<file path="config.mk">
export PLATFORM = sky130hd
export DESIGN_NAME = uart_rx_flat
export DESIGN_NICKNAME = d
export VERILOG_FILES = /design/src/rtl/uart_pkg.sv /design/src/rtl/uart_rx_if.sv /design/src/rtl/uart_rx_sync.sv /design/src/rtl/uart_rx.sv /design/src/flat_wrapper.sv
export SDC_FILE = /design/constraint.sdc
export NUM_CORES = 1
export LEC_CHECK = 0
export CAP_MARGIN = 20
export CORE_MARGIN = 10
export CORE_UTILIZATION = 53
export DETAILED_ROUTE_END_ITERATION = 8
export DONT_BUFFER_PORTS = 1
export PLACE_DENSITY = 0.68
export SYNTH_ARGS = -nofsm -noshare
export SYNTH_HDL_FRONTEND = slang
export SYNTH_SLANG_ARGS = --single-unit
</file>
<file path="constraint.sdc">
create_clock -name CLK -period 2.4 [get_ports CLK]
set_clock_uncertainty 0.1 [all_clocks]
set_input_delay 0.48 -clock CLK [delete_from_list [all_inputs] [get_ports CLK]]
set_output_delay 0.48 -clock CLK [all_outputs]
set_load 0.1 [all_outputs]
</file>
<file path="src/rtl/uart_pkg.sv">
// rtl/uart_pkg.sv - shared UART timing default and receiver state encoding
//
// Purpose: the UART transmitter and receiver both import this package. They
//          share the bit-period default and the 3-bit FSM state codes.
// Ports:   none (package).
package uart_pkg;

  // Bit period is UARTTIMING_DEFAULT+1 clock cycles.
  localparam int UARTTIMING_DEFAULT = 100;

  localparam logic [2:0] IDLE  = 3'd0;
  localparam logic [2:0] START = 3'd1;
  localparam logic [2:0] DATA  = 3'd2;
  localparam logic [2:0] STOP  = 3'd3;
  localparam logic [2:0] BREAK = 3'd4;

endpackage

</file>
<file path="src/rtl/uart_rx_if.sv">
// rtl/uart_rx_if.sv - serial line and consumer-side signals of the UART receiver
//
// Purpose: groups the receiver's line input and its byte-delivery outputs.
// Signals: RX (serial line, idle high), READ (consumer acknowledge),
//          RXDATA[7:0], RXVALID, FRAMEERR, BUSY, OVERRUN.
// Modports: slave  - the receiver (drives the outputs).
//           master - the line driver / consumer (drives RX and READ).
interface uart_rx_if;
  logic       RX;
  logic       READ;
  logic [7:0] RXDATA;
  logic       RXVALID;
  logic       FRAMEERR;
  logic       BUSY;
  logic       OVERRUN;

  modport slave (
    input  RX, READ,
    output RXDATA, RXVALID, FRAMEERR, BUSY, OVERRUN
  );

  modport master (
    output RX, READ,
    input  RXDATA, RXVALID, FRAMEERR, BUSY, OVERRUN
  );
endinterface

</file>
<file path="src/rtl/uart_rx_sync.sv">
// rtl/uart_rx_sync.sv - two-flop synchroniser with reset value 1
//
// Purpose: brings asynchronous inputs into the CLK domain. It resets to 1,
//          so an idle-high serial line does not look like a start edge
//          when reset is released.
// Ports:   CLK (clock), RST (async active-low reset),
//          d[WIDTH-1:0] (async input), q[WIDTH-1:0] (synchronised output).
module uart_rx_sync #(
  parameter int WIDTH = 1
) (
  input  logic             CLK,
  input  logic             RST,
  input  logic [WIDTH-1:0] d,
  output logic [WIDTH-1:0] q
);

  logic [WIDTH-1:0] meta;

  always_ff @(posedge CLK or negedge RST) begin
    if (!RST) begin
      meta <= '1;
      q    <= '1;
    end else begin
      meta <= d;
      q    <= meta;
    end
  end

endmodule

</file>
<file path="src/rtl/uart_rx.sv">
// rtl/uart_rx.sv - 8N1 asynchronous serial receiver with mid-bit sampling
//
// Purpose: oversamples RX with CLK and validates the start bit at mid-bit.
//          It then samples 8 data bits LSB-first and checks the stop bit.
//          Each good byte is delivered with a valid strobe. A bad stop bit
//          gives a framing-error pulse.
// Ports:   CLK (clock), RST (async active-low reset),
//          bus (uart_rx_if.slave: RX, READ in; RXDATA, RXVALID, FRAMEERR,
//          BUSY, OVERRUN out).
// Config:  UART_RX_OVERRUN_EN - when defined, RXVALID is a level cleared by
//          READ and OVERRUN flags an unread byte that was overwritten.
//          When undefined, RXVALID is a 1-cycle pulse and OVERRUN is 0.
module uart_rx
  import uart_pkg::*;
#(
  parameter int UARTTIMING = UARTTIMING_DEFAULT
) (
  input logic      CLK,
  input logic      RST,
  uart_rx_if.slave bus
);

  localparam int HALF = UARTTIMING / 2;
  localparam int CW   = $clog2(UARTTIMING + 1);
  localparam logic [CW-1:0] CNT_HALF = CW'(HALF);
  localparam logic [CW-1:0] CNT_FULL = CW'(UARTTIMING);

  logic          rx_s;
  logic [2:0]    state;
  logic [CW-1:0] cnt;
  logic [2:0]    bit_idx;
  logic [7:0]    shift;
  logic [7:0]    rxdata;
  logic          rxvalid;
  logic          frameerr;
`ifdef UART_RX_OVERRUN_EN
  logic          overrun;
`endif

  uart_rx_sync #(.WIDTH(1)) u_sync (
    .CLK (CLK),
    .RST (RST),
    .d   (bus.RX),
    .q   (rx_s)
  );

  always_ff @(posedge CLK or negedge RST) begin
    if (!RST) begin
      state    <= IDLE;
      cnt      <= '0;
      bit_idx  <= '0;
      shift    <= '0;
      rxdata   <= '0;
      rxvalid  <= 1'b0;
      frameerr <= 1'b0;
`ifdef UART_RX_OVERRUN_EN
      overrun  <= 1'b0;
`endif
    end else begin
      frameerr <= 1'b0;
`ifdef UART_RX_OVERRUN_EN
      // The consumer acknowledge clears both flags. A frame completing in
      // the same cycle overrides this below.
      if (bus.READ) begin
        rxvalid <= 1'b0;
        overrun <= 1'b0;
      end
`else
      rxvalid  <= 1'b0;
`endif
      case (state)
        IDLE: begin
          if (!rx_s) begin
            state <= START;
            cnt   <= '0;
          end
        end
        START: begin
          if (cnt == CNT_HALF) begin
            cnt     <= '0;
            bit_idx <= '0;
            // A line that is high again at mid-start-bit was a glitch.
            state   <= rx_s ? IDLE : DATA;
          end else begin
            cnt <= cnt + 1'b1;
          end
        end
        DATA: begin
          if (cnt == CNT_FULL) begin
            cnt     <= '0;
            shift   <= {rx_s, shift[7:1]};
            bit_idx <= bit_idx + 1'b1;
            if (bit_idx == 3'd7) state <= STOP;
          end else begin
            cnt <= cnt + 1'b1;
          end
        end
        STOP: begin
          if (cnt == CNT_FULL) begin
            cnt <= '0;
            if (rx_s) begin
              rxdata  <= shift;
              rxvalid <= 1'b1;
`ifdef UART_RX_OVERRUN_EN
              if (rxvalid && !bus.READ) overrun <= 1'b1;
`endif
              // Returning to IDLE at mid-stop-bit leaves half a bit of
              // margin, so the next start edge can follow immediately.
              state <= IDLE;
            end else begin
              frameerr <= 1'b1;
              state    <= BREAK;
            end
          end else begin
            cnt <= cnt + 1'b1;
          end
        end
        BREAK: begin
          if (rx_s) begin
            state <= IDLE;
            cnt   <= '0;
          end
        end
        default: begin
          state <= IDLE;
          cnt   <= '0;
        end
      endcase
    end
  end

  assign bus.RXDATA   = rxdata;
  assign bus.RXVALID  = rxvalid;
  assign bus.FRAMEERR = frameerr;
  assign bus.BUSY     = (state != IDLE);
`ifdef UART_RX_OVERRUN_EN
  assign bus.OVERRUN  = overrun;
`else
  assign bus.OVERRUN  = 1'b0;
`endif

endmodule
</file>
<file path="src/flat_wrapper.sv">
// flat-port wrapper written by rule: the top's interface ports become plain ports
module uart_rx_flat import uart_pkg::*;
#(
  parameter int UARTTIMING = UARTTIMING_DEFAULT
)
  (CLK, RST, bus_RX, bus_READ, bus_RXDATA, bus_RXVALID, bus_FRAMEERR, bus_BUSY, bus_OVERRUN);
  uart_rx_if bus_i ();
  input logic CLK;
  input logic RST;
  input wire logic [$bits(bus_i.RX)-1:0] bus_RX;
  input wire logic [$bits(bus_i.READ)-1:0] bus_READ;
  output wire logic [$bits(bus_i.RXDATA)-1:0] bus_RXDATA;
  output wire logic [$bits(bus_i.RXVALID)-1:0] bus_RXVALID;
  output wire logic [$bits(bus_i.FRAMEERR)-1:0] bus_FRAMEERR;
  output wire logic [$bits(bus_i.BUSY)-1:0] bus_BUSY;
  output wire logic [$bits(bus_i.OVERRUN)-1:0] bus_OVERRUN;
  assign bus_i.RX = bus_RX;
  assign bus_i.READ = bus_READ;
  assign bus_RXDATA = bus_i.RXDATA;
  assign bus_RXVALID = bus_i.RXVALID;
  assign bus_FRAMEERR = bus_i.FRAMEERR;
  assign bus_BUSY = bus_i.BUSY;
  assign bus_OVERRUN = bus_i.OVERRUN;
  uart_rx #(.UARTTIMING(UARTTIMING)) u_core (.CLK(CLK), .RST(RST), .bus(bus_i));
endmodule
</file>
==> qor.yml <==
fmax_mhz: 468
dr.pass1.iters: 4
finalCritPeriodShare_pct: 89.0
cts_buffer_depth: 2
tns_ns: 0
synthDistinctLibCells: 39
p_int_mw: 0.812
core-area_mm2: 0.00281
die-area_mm2: 0.00555
holdWs_ns: 0.0394
cp-start-kind: "flop"
synth_xor_area_share_pct: 2.22
clkPwrFrac_pct: 42.3
clkSinkCount: 33
yosys_warnings: 0
relSlewSlack_pct: 39.0
worstSkewPairLatency_ns: 0.33
synthTopCellsByCount: "dfrtp_1 (31), mux2_2 (18), a21oi_1 (6), ha_1 (5)"
htree_levels: 2
yosysTopAreaCellShare_pct: 49.2
async_flop_share_pct: 100
ant_nets: 0
drc: 0
synth_top_family_by_area: "multiplexers"
utilization_pct: 61.3
cp.required_ns: 2.51
status: "completed"
synthAdderAreaFrac_pct: 3.97
overflow: 0
placed_cell_area_mm2: 0.00161
ys_seq_area_share_pct: 52.6
synthFlopType: "dfrtp_1"
arrival_ns: 2.25
switchingPower_mw: 0.201
maxSlewViolCount: 0
avgSynthCellArea_um2: 12.5
maxCapViolations: 0
rsz0062_at_grt: "false"
via_count: 952
yosysMostFrequentCell: "dfrtp_1"
setup_violations: 0
wire_per_inst_um: 16.1
grt_max_degree: 34
ys_ff_latch: 33
path_clk_slew_ns: 0.10
wl_um: 2660
die_x_um: 74.5
cts_inserted_buffers: 5
final_hold_viol_count: 0
p_total_mw: 1.01
stdcell_area_mm2: 0.00172
area.growth.synth_to_final_pct: 9.21
pwr_density_cell_mw_per_mm2: 589
syn_area_mm2: 0.00158
antenna_found_initial: 0
yosys.area.top_type: "dfrtp_1"
routed_via_density: 5.77
dpl.hpwl_um: 1860
cellLeakagePower_nw: 0.834
synth-simple-area-share_pct: 13.1
worstMarginPinSlew_ns: 0.915
synth_enable_flop_cells: 0
path_class: "reg2reg"
initial_core_util_pct: 56.2
track_usage_pct: 10.3
cts_resized: 0
swShare_pct: 19.9
ir_worst_vdd_uv: 405
synth_nets: 135
drtIter0Drc: 19
cts_root_buf: "clkbuf_4"
n_antenna_cell: 0
die_h_um: 74.5
cts_tree: "done"
comb_power_share_pct: 2.3
min_period_ns: 2.14
critPathMaxFanout: 11
synth_area_leaders: "dfrtp_1 (49%), mux2_2 (13%), ha_1 (4.0%)"
hp-class: "in2reg"
muxShareOfSynthArea_pct: 13.5
sequentialPowerShare_pct: 55.3
syn-instance-count: 126
grt_pass1_wl_um: 4360
drive_gt1_share_pct: 29.9
synth_compound_area_share_pct: 11.0
end_kind: "flop"
rows: 19
portBuffers: 0
final_nets: 142
first_global_vias: 923
design.portCount: 16
routabilityCongestion: 0.772
[cell usage in the layout (no fill, tap or decap), drive strengths merged, types with 3 or more instances in the layout]
master  instances
nor3            4
clkbuf          7
inv             4
nand2b          4
a211oi          3
ha              5
a21oi           6
nand2           4
mux2           18
buf             5
xnor2           3
dfrtp          31
nor2            3
o21ai           3
nand3           4
a22o            3
[cells by family (layout without fill, tap and decap cells)]
| logic type | count (synthesis) | count (layout) |
|---|---|---|
| AOI/OAI and AO/OA | 23 | 23 |
| buffers and inverters | 10 | 18 |
| and+or+nand+nor | 31 | 31 |
| other | 1 | 1 |
| xor gates and xnor gates | 4 | 4 |
| muxes | 19 | 19 |
| DFF | 33 | 33 |
| adders and majority gates | 5 | 5 |
[final timing paths]
kind                               startpoint                 end  slack (ns)  cells past startpoint
min                                    bus_RX  u_core.u_sync.meta        0.04                      0
min reg2reg                u_core.u_sync.meta     u_core.u_sync.q        0.27                      0
max reg2reg                     u_core.cnt[0]     u_core.shift[1]        0.26                      7
max in group asynchronous                 RST  u_core.u_sync.meta        1.47                      2
min in group asynchronous                 RST   u_core.bit_idx[2]        0.48                      2
max                             u_core.cnt[0]     u_core.shift[1]        0.26                      7
[what timing repair did]
action                                 CTS  global route
hold buffers                             2             0
endpoints found under the hold margin   33             0
setup buffers                            0             0
[state kept, by name (all words and copies together), names as in the netlist]
name,flops
u_core.u_sync.meta,1
u_core.bit_idx,3
u_core.u_sync.q,1
u_core.bus.FRAMEERR,1
u_core.bus.RXDATA,8
u_core.bus.RXVALID,1
u_core.state,3
u_core.cnt,7
u_core.shift,8
[worst max-delay path: stages, from the launching register on]
cell	delay [ns]
dfrtp_1	0.40
inv_1	0.15
ha_1	0.19
nand4b_2	0.16
or2_4	0.30
nor3_4	0.15
buf_4	0.21
mux2_2	0.36
[power groups by stage]
stage	Combinational [mW]	Sequential (mW)	Clock, mW
5_1_grt	0.0263	0.562	0.471
3_3_place_gp	0.00829	0.572	0
2_1_floorplan	0.0112	0.570	0
6_report	0.0236	0.561	0.429
4_1_cts	0.0245	0.561	0.442
3_5_place_dp	0.00821	0.572	0
[metrics by stage]
step,std cells,setup WS [ns]
2_1_floorplan,126,0.450
3_3_place_gp,155,0.316
3_5_place_dp,155,0.265
4_1_cts,165,0.254
5_1_grt,165,0.162
6_report,165,0.264
[routing by layer]
| metal | track usage, % | wire, um | vias up |
|---|---|---|---|
| li1 | - | - | 465 |
| met2 | 15.2 | 1220 | 26 |
| met1 | 12.5 | 1190 | 457 |
| met3 | 5.98 | 226 | 4 |
| met5 | 0 | 0 | - |
| met4 | 3.15 | 26 | 0 |
[final cells by class]
| type | instances | area, um2 |
|---|---|---|
| Clock buffer | 7 | 55.1 |
| Clock inverter | 1 | 30.0 |
| Fill cell | 231 | 1080 |
| Inverter | 4 | 15.0 |
| Multi-Input combinational cell | 83 | 693 |
| Sequential cell | 33 | 828 |
| Tap cell | 31 | 38.8 |
| Timing Repair Buffer | 6 | 60.1 |
Note: power is estimated with default switching activity, not from simulation.
